$ cat config.mk
export PLATFORM = sky130hd
export DESIGN_NAME = rate_match_fifo
export DESIGN_NICKNAME = d
export VERILOG_FILES = /design/src/rtl/rate_match_fifo.sv
export SDC_FILE = /design/constraint.sdc
export NUM_CORES = 2
export LEC_CHECK = 0
export CAP_MARGIN = 20
export CORE_MARGIN = 2
export CORE_UTILIZATION = 46
export DETAILED_ROUTE_END_ITERATION = 16
export PLACE_DENSITY = 0.68
export SYNTH_ARGS = -nofsm -noshare
export SYNTH_HDL_FRONTEND = slang
export SYNTH_SLANG_ARGS = --single-unit
$ cat constraint.sdc
create_clock -name i_clock -period 7.09 [get_ports i_clock]
set_input_delay 2.127 -clock i_clock [delete_from_list [all_inputs] [get_ports i_clock]]
set_output_delay 2.127 -clock i_clock [all_outputs]
set_load 0.05 [all_outputs]
$ cat src/rtl/rate_match_fifo.sv
// ---------------------------------------------------------------------------
// rate_match_fifo
//
// Synchronous FIFO that sits in the 100GbE PCS idle insertion/deletion path.
// The FIFO tracks exact occupancy, so the idle controller can use the
// threshold flags to decide when to delete or insert idles.
//
// Write and read requests are both qualified by the shared data-valid strobe.
// The read port is registered and has a one-cycle latency. Dropped writes
// and rejected reads are reported through sticky flags.
//
// Optional feature, enabled by the macro RATE_MATCH_FIFO_ERR_CNT_EN:
//   It adds o_drop_cnt and o_reject_cnt. These are saturating 16-bit event
//   counters that only i_reset clears.
//
// Ports:
//   i_clock         single clock
//   i_reset         synchronous active-high reset, highest priority
//   i_enable        block enable; low flushes pointers/count synchronously
//   i_valid         data-valid strobe, qualifies write and read requests
//   i_write_enb     write request
//   i_read_enb      read request
//   i_data          write data
//   o_data          registered read data (holds when no read is accepted)
//   o_rd_valid      o_data was updated by a read this cycle
//   o_count         occupancy 0..DEPTH
//   o_empty         count == 0
//   o_full          count == DEPTH
//   o_almost_full   count >= ALMOST_FULL_TH
//   o_almost_empty  count <= ALMOST_EMPTY_TH
//   o_overflow      sticky: a write was dropped
//   o_underflow     sticky: a read was rejected
//   o_drop_cnt      (optional) saturating count of dropped writes
//   o_reject_cnt    (optional) saturating count of rejected reads
// ---------------------------------------------------------------------------
module rate_match_fifo #(
  parameter int NB_DATA         = 72,
  parameter int NB_ADDR         = 5,
  parameter int ALMOST_FULL_TH  = (2**NB_ADDR) - 4,
  parameter int ALMOST_EMPTY_TH = 4
) (
  input  logic               i_clock,
  input  logic               i_reset,
  input  logic               i_enable,
  input  logic               i_valid,
  input  logic               i_write_enb,
  input  logic               i_read_enb,
  input  logic [NB_DATA-1:0] i_data,
  output logic [NB_DATA-1:0] o_data,
  output logic               o_rd_valid,
  output logic [NB_ADDR:0]   o_count,
  output logic               o_empty,
  output logic               o_full,
  output logic               o_almost_full,
  output logic               o_almost_empty,
  output logic               o_overflow,
`ifdef RATE_MATCH_FIFO_ERR_CNT_EN
  output logic [15:0]        o_drop_cnt,
  output logic [15:0]        o_reject_cnt,
`endif
  output logic               o_underflow
);

  localparam int                 DEPTH   = 2**NB_ADDR;
  localparam logic [NB_ADDR:0]   DEPTH_C = (NB_ADDR+1)'(DEPTH);
  localparam logic [NB_ADDR:0]   AF_TH_C = (NB_ADDR+1)'(ALMOST_FULL_TH);
  localparam logic [NB_ADDR:0]   AE_TH_C = (NB_ADDR+1)'(ALMOST_EMPTY_TH);
  localparam logic [NB_ADDR-1:0] PTR_ONE = NB_ADDR'(1);
  localparam logic [NB_ADDR:0]   CNT_ONE = (NB_ADDR+1)'(1);

  // Storage is a plain array with a registered read, so it maps onto block RAM.
  logic [NB_DATA-1:0] mem [DEPTH];

  logic [NB_ADDR-1:0] wr_ptr_q, wr_ptr_d;
  logic [NB_ADDR-1:0] rd_ptr_q, rd_ptr_d;
  logic [NB_ADDR:0]   count_q, count_d;
  logic [NB_DATA-1:0] data_q;
  logic               rd_valid_q;
  logic               overflow_q, overflow_d;
  logic               underflow_q, underflow_d;

  logic wr_req, rd_req, wr_acc, rd_acc;
  logic drop_evt, reject_evt;
  logic empty, full;

  // Full and empty come from the registered count only.
  assign empty = (count_q == '0);
  assign full  = (count_q == DEPTH_C);

  always_comb begin
    wr_req      = i_write_enb & i_valid;
    rd_req      = i_read_enb & i_valid;
    // A read is accepted whenever data is present. A write into a full FIFO
    // is still accepted if a read frees a slot in the same cycle.
    rd_acc      = i_enable & rd_req & ~empty;
    wr_acc      = i_enable & wr_req & (~full | rd_acc);
    // Error events are only counted while enabled. A disabled block accepts
    // nothing and leaves the sticky state alone.
    drop_evt    = i_enable & wr_req & ~wr_acc;
    reject_evt  = i_enable & rd_req & ~rd_acc;

    wr_ptr_d    = wr_ptr_q;
    rd_ptr_d    = rd_ptr_q;
    count_d     = count_q;
    overflow_d  = overflow_q | drop_evt;
    underflow_d = underflow_q | reject_evt;

    if (!i_enable) begin
      wr_ptr_d = '0;
      rd_ptr_d = '0;
      count_d  = '0;
    end else begin
      if (wr_acc) wr_ptr_d = wr_ptr_q + PTR_ONE;
      if (rd_acc) rd_ptr_d = rd_ptr_q + PTR_ONE;
      case ({wr_acc, rd_acc})
        2'b10:   count_d = count_q + CNT_ONE;
        2'b01:   count_d = count_q - CNT_ONE;
        default: count_d = count_q;
      endcase
    end
  end

  always_ff @(posedge i_clock) begin
    if (i_reset) begin
      wr_ptr_q    <= '0;
      rd_ptr_q    <= '0;
      count_q     <= '0;
      rd_valid_q  <= 1'b0;
      overflow_q  <= 1'b0;
      underflow_q <= 1'b0;
    end else begin
      wr_ptr_q    <= wr_ptr_d;
      rd_ptr_q    <= rd_ptr_d;
      count_q     <= count_d;
      rd_valid_q  <= rd_acc;
      overflow_q  <= overflow_d;
      underflow_q <= underflow_d;
    end
  end

  // The memory write port has no reset. When the FIFO is full and both a
  // read and a write are accepted, the two pointers are equal. The read
  // below samples the old word in that same edge, so the new word cannot
  // corrupt the word being read.
  always_ff @(posedge i_clock) begin
    if (wr_acc) begin
      mem[wr_ptr_q] <= i_data;
    end
  end

  always_ff @(posedge i_clock) begin
    if (i_reset) begin
      data_q <= '0;
    end else if (rd_acc) begin
      data_q <= mem[rd_ptr_q];
    end
  end

`ifdef RATE_MATCH_FIFO_ERR_CNT_EN
  logic [15:0] drop_cnt_q, drop_cnt_d;
  logic [15:0] reject_cnt_q, reject_cnt_d;

  always_comb begin
    drop_cnt_d   = drop_cnt_q;
    reject_cnt_d = reject_cnt_q;
    if (drop_evt && (drop_cnt_q != 16'hFFFF))     drop_cnt_d   = drop_cnt_q + 16'd1;
    if (reject_evt && (reject_cnt_q != 16'hFFFF)) reject_cnt_d = reject_cnt_q + 16'd1;
  end

  always_ff @(posedge i_clock) begin
    if (i_reset) begin
      drop_cnt_q   <= '0;
      reject_cnt_q <= '0;
    end else begin
      drop_cnt_q   <= drop_cnt_d;
      reject_cnt_q <= reject_cnt_d;
    end
  end

  assign o_drop_cnt   = drop_cnt_q;
  assign o_reject_cnt = reject_cnt_q;
`endif

  assign o_data         = data_q;
  assign o_rd_valid     = rd_valid_q;
  assign o_count        = count_q;
  assign o_empty        = empty;
  assign o_full         = full;
  assign o_almost_full  = (count_q >= AF_TH_C);
  assign o_almost_empty = (count_q <= AE_TH_C);
  assign o_overflow     = overflow_q;
  assign o_underflow    = underflow_q;

endmodule

Word level (Yosys, flattened, before mapping)
Memory sizes are Yosys's and may differ from the RTL's. A register that Yosys moved wholly into a read port is not among the register bits.
Cells that the tools add are included.
{"block": "word_totals", "register_bits": 19, "mem_bits_rw": 2304, "latch_bits": 0, "out_inout_bits": 85, "inputBits": 78, "elab_cells": 38, "memories": 1, "rom_bits": 0}
{"memory": "mem", "words": 32, "word_bits": 72, "rd": 1, "rd_ports_with_merged_regs": 1, "wr": 1, "line": "72", "rtl": "logic [NB_DATA-1:0] mem [DEPTH];"}
{"block": "classes", "n_reduce_logical": 3, "n_lt_le_gt_ge": 2, "n_shift": 0, "muxes": 3, "bitwise_logic": 16, "mul": 0, "n_addsub": 4, "n_div": 0, "n_eq_ne": 3}
{"op": "6-bit case mux with 2 select lines", "n": 1}
{"op": "5-bit by 1-bit adder with 5-bit output, second input constant", "n": 2}
{"op": "1-bit bitwise AND", "n": 8}
{"op": "6-bit by 1-bit adder with 6-bit output, second input constant", "n": 1}
{"op": "6-bit equality test, second input constant", "n": 1}
{"op": "6-bit by 5-bit >= comparator with 1-bit output, second input constant", "n": 1}
{"op": "6-bit by 3-bit less-or-equal comparator with 1-bit output, second input constant", "n": 1}
{"op": "6-bit zero test", "n": 1}
{"op": "6-bit by 1-bit subtractor with 6-bit output, second input constant", "n": 1}
{"op": "1-bit NOT", "n": 5}
{"op": "1-bit bitwise OR", "n": 3}
{"op": "2-bit by 1-bit equality test with 1-bit output, second input constant", "n": 1}
{"op": "2-bit equality test, second input constant", "n": 1}
{"op": "1-bit 2-to-1 mux", "n": 2}
{"op": "2-bit nonzero test", "n": 1}
{"op": "2-bit OR reduction", "n": 1}

Depth between registers and ports, before layout
{"block": "logic_depth", "word_depth": 8, "mapped_depth": 11, "mapped_depth_nobuf": 10}

Worst setup path after synthesis
Ideal clock, no wire load.
{"block": "synth_timing", "path_type": "input -> register", "startpoint": "in i_enable", "endpoint": "mem mem[31][0] (enable)", "path_buffers": 0, "arrival_time_ps": 5961, "setup_time_ps": 503, "setup_slack_ps": 626, "cell_stages": 4, "t_required_ps": 6587, "cell_sequence": "nand3_1 a41oi_2 nand2_1 nor2_1"}
{"block": "synth_via", "elab_chain_len": 6, "word_cells_on_any_way": 7, "cone_classes": "2 x mux; 5 x bitwise"}
{"element": "start: declaration", "line": "44", "rtl": "input logic i_enable,"}
{"element": "1-bit bitwise AND (2 in series)", "line": "95", "rtl": "rd_acc = i_enable & rd_req & ~empty;"}
{"element": "1-bit bitwise OR", "line": "96", "rtl": "wr_acc = i_enable & wr_req & (~full | rd_acc);"}
{"element": "1-bit bitwise AND (*)", "line": "96"}
{"element": "1-bit 2-to-1 mux (*)", "line": "146", "rtl": "if (wr_acc) begin"}
{"element": "1-bit 2-to-1 mux (not written as such) (*)", "line": "147", "rtl": "mem[wr_ptr_q] <= i_data;"}
{"element": "end: declaration", "line": "72"}
Every way passes the cells marked *; elsewhere a longest branch is shown, timed or not.

Worst setup path after layout
{"block": "layout_timing", "startpoint": "reg count_q[1], in the netlist o_count[1]", "endpoint": "out o_empty"}
{"block": "layout_via", "elab_chain_len": 1}
{"element": "start: declaration", "line": "76", "rtl": "logic [NB_ADDR:0] count_q, count_d;"}
{"element": "start signal: assignment", "line": "134", "rtl": "count_q <= count_d;"}
{"element": "6-bit zero test", "line": "87", "rtl": "assign empty = (count_q == '0);"}
{"element": "end: declaration", "line": "52", "rtl": "output logic o_empty,"}
No other way between the ends.

==> metrics.md <==
| Metric | Value |
|---|---|
| Final Max Slew Viols | `0` |
| CP Max Fanout | `7` |
| Die Ht | `450 um` |
| Post-synth EDFFs | `2304` |
| Die Span X | `450 um` |
| Antenna violations before repair | `10` |
| Setup crit start kind | `flip-flop` |
| HPWL Detailed | `128000 um` |
| Leak | `31.0 nW` |
| Critical Path AT | `2.88 ns` |
| Synth top area share | `0.758` |
| Final min period | `5.01 ns` |
| Clock transition at path regs | `0.07 ns` |
| WL/cell | `29.9 um` |
| Max-slew headroom | `0.234` |
| CTS Hold Bufs | `0` |
| Iter 0 DRT Violations | `5434` |
| Post-CTS sizing | `0` |
| Rows | `163` |
| Status | `completed` |
| Share of cells above drive strength 1 | `0.194` |
| Synth async-reset ratio | `0` |
| Antenna diode count | `0` |
| Vias | `45092` |
| Maxcap violations | `0` |
| IO Pins | `163` |
| Post-CTS Setup Inserts | `0` |
| Clk_skew | `0.0419 ns` |
| Drt pass-1 iters | `6` |
| Sequential power share | `0.556` |
| RSZ-0062 raised after global routing | `no` |
| Switching share of power | `0.197` |
| Synthesis Warnings | `0` |
| Kind of critical path | `flip-flop to output pin` |
| Vias per cell | `6.01` |
| Tot Pwr | `27.9 mW` |
| Endpoint class of the critical path | `output pin` |
| Total track usage | `0.220` |
| Clk pwr share | `0.428` |
| Worst vdd ir | `287 uV` |
| Max Freq | `200 MHz` |
| Post-Syn Nets | `4438` |
| Power Internal | `22.4 mW` |
| Number of routed nets with antenna violations | `0` |
| First-pass GRT wire length | `323000 um` |
| Port bufs | `162` |
| Largest net degree at the start of global routing | `122` |
| Final nets | `4749` |
| Area Growth Syn to Fin | `14.4%` |
| Core area | `0.197 sq mm` |
| Synthesis-stage register bit count | `2395` |
| Yosys top cell by area | `edfxtp_1` |
| Final setup viols | `0` |
| CTS sink count | `2395` |
| Logic pwr share | `0.016` |
| Post-synth top flop | `edfxtp_1` |
| Vias in the first global route | `44757` |
| Final WL | `225000 um` |
| Synthesized area per cell | `21.0 sq um` |
| Crit share post-route | `0.707` |
| CTS buffer count | `227` |
| H-tree depth | `4` |
| Post-synth top cells | `edfxtp_1, mux2i_1, mux4_2, a22oi_1, buf_2` |
| Sequential-to-total area share from yosys stat | `0.778` |
| Worst-margin pin slew | `1.15 ns` |
| Longest Clk Path Bufs | `3` |
| Total grt overflow | `0` |
| TritonCTS clock tree | `done` |
| Initial Util | `0.463` |
| Worst Path Required | `4.96 ns` |
| Final hold viol count | `0` |
| Setup TNS | `0 ns` |
| Mapped cell area | `0.0913 sq mm` |
| Die area | `0.202 sq mm` |
| Top-count cell post-synth | `edfxtp_1` |
| Switching pwr | `5.50 mW` |
| Cell Pwr Density | `267 mW/mm^2` |
| Clk_lat worst skew | `0.87 ns` |
| Hold Path Class | `flip-flop to flip-flop` |
| Root buffer cell | `clkbuf_16` |
| Top cells by area, synth | `edfxtp_1, mux4_2, mux2i_1` |
| Post-synthesis cell type count | `51` |
| Syn Inst Count | `4350` |
| Final hold slack | `0.459 ns` |
| Global placement routability congestion | `0.810` |
| DRC | `0` |
[power by group through the flow]
stage	Clock, mW	Sequential (mW)	Combinational (mW)
floorplan	0	15.8	0.0709
global placement	0	15.8	0.411
detailed placement	0	15.8	0.434
CTS	12.1	15.5	0.434
global route	12.7	15.5	0.470
finish	12.0	15.5	0.443
[layer usage]
layer,up-vias,global-route usage,share of wire
met5,-,0,0.000067
met4,4,0.0596,0.023
met3,284,0.0435,0.084
met2,2065,0.355,0.49
met1,23902,0.307,0.41
li1,18837,-,-
[final timing paths]
| kind | cells past startpoint | slack (ns) | from | to |
|---|---|---|---|---|
| setup / recovery | 3 | 2.08 | o_count[1] | o_empty |
| setup reg to reg | 6 | 3.23 | rd_ptr_q[0] | o_data[1] |
| hold / removal | 2 | 0.46 | o_overflow | o_overflow |
| hold reg to reg | 2 | 0.46 | o_overflow | o_overflow |
[cell usage in the layout (no fill, tap or decap), drive strengths merged, types with 5 or more instances in the layout]
cell	netlist	final
a221oi	47	47
o221ai	52	52
bufinv	0	16
buf	160	177
nand3b	7	7
nor3	22	22
dfxtp	91	91
o22ai	28	28
o21ai	53	53
inv	9	16
clkinv	0	72
a2111oi	28	28
ha	9	9
clkbuf	95	330
nand4	5	5
a22oi	151	151
mux2	23	23
a21oi	80	80
nand2b	6	6
nand3	6	6
nor2	77	77
nor2b	8	8
mux2i	577	577
xor2	6	6
a22o	77	77
mux4	345	345
nand2	58	58
clkdlybuf4s50	0	158
edfxtp	2304	2304
[through the flow]
step,area (sq um),instances,worst slack (ns),util
CTS,104000,7492,2.01,0.529
finish,104000,7499,2.08,0.530
floorplan,91300,4350,0.626,-
global placement,96800,7058,1.51,0.491
detailed placement,96900,7065,1.42,0.491
global route,104000,7499,1.94,0.530
[logic make-up (layout without fill, tap and decap cells)]
| kind of cell | count (synthesis) | in the layout | share of synthesized area |
|---|---|---|---|
| AO/OA/AOI/OAI | 528 | 528 | 0.0444 |
| XOR/XNOR | 10 | 10 | 0.000959 |
| adder cells (fa/ha/maj) | 10 | 10 | 0.00145 |
| buffers and inverters | 264 | 773 | 0.0146 |
| flip-flops | 2395 | 2395 | 0.778 |
| multiplexers | 945 | 945 | 0.151 |
| AND/OR/NAND/NOR | 198 | 198 | 0.00984 |
[worst max-delay path, stage by stage (launching register included)]
cell	delay [ns]
dfxtp_1	0.39
or4_1	0.57
nor3_1	0.21
clkdlybuf4s50_1	0.85
[cell type report]
| type | instances | area [sq um] |
|---|---|---|
| clock inverters | 99 | 1050 |
| well taps | 2640 | 3300 |
| flip-flops and latches | 2395 | 71000 |
| inverters | 9 | 33.8 |
| clock buffers | 328 | 6330 |
| repair buffers | 337 | 3440 |
| fillers | 14954 | 92700 |
| multi-input cells | 1691 | 19300 |
[sequential cells by signal, summed over array words and instances (netlist names)]
name	cells
o_count	6
wr_ptr_q	5
mem	2304
o_underflow	1
o_data	72
o_rd_valid	1
o_overflow	1
rd_ptr_q	5
(Power assumes the default switching activity.)
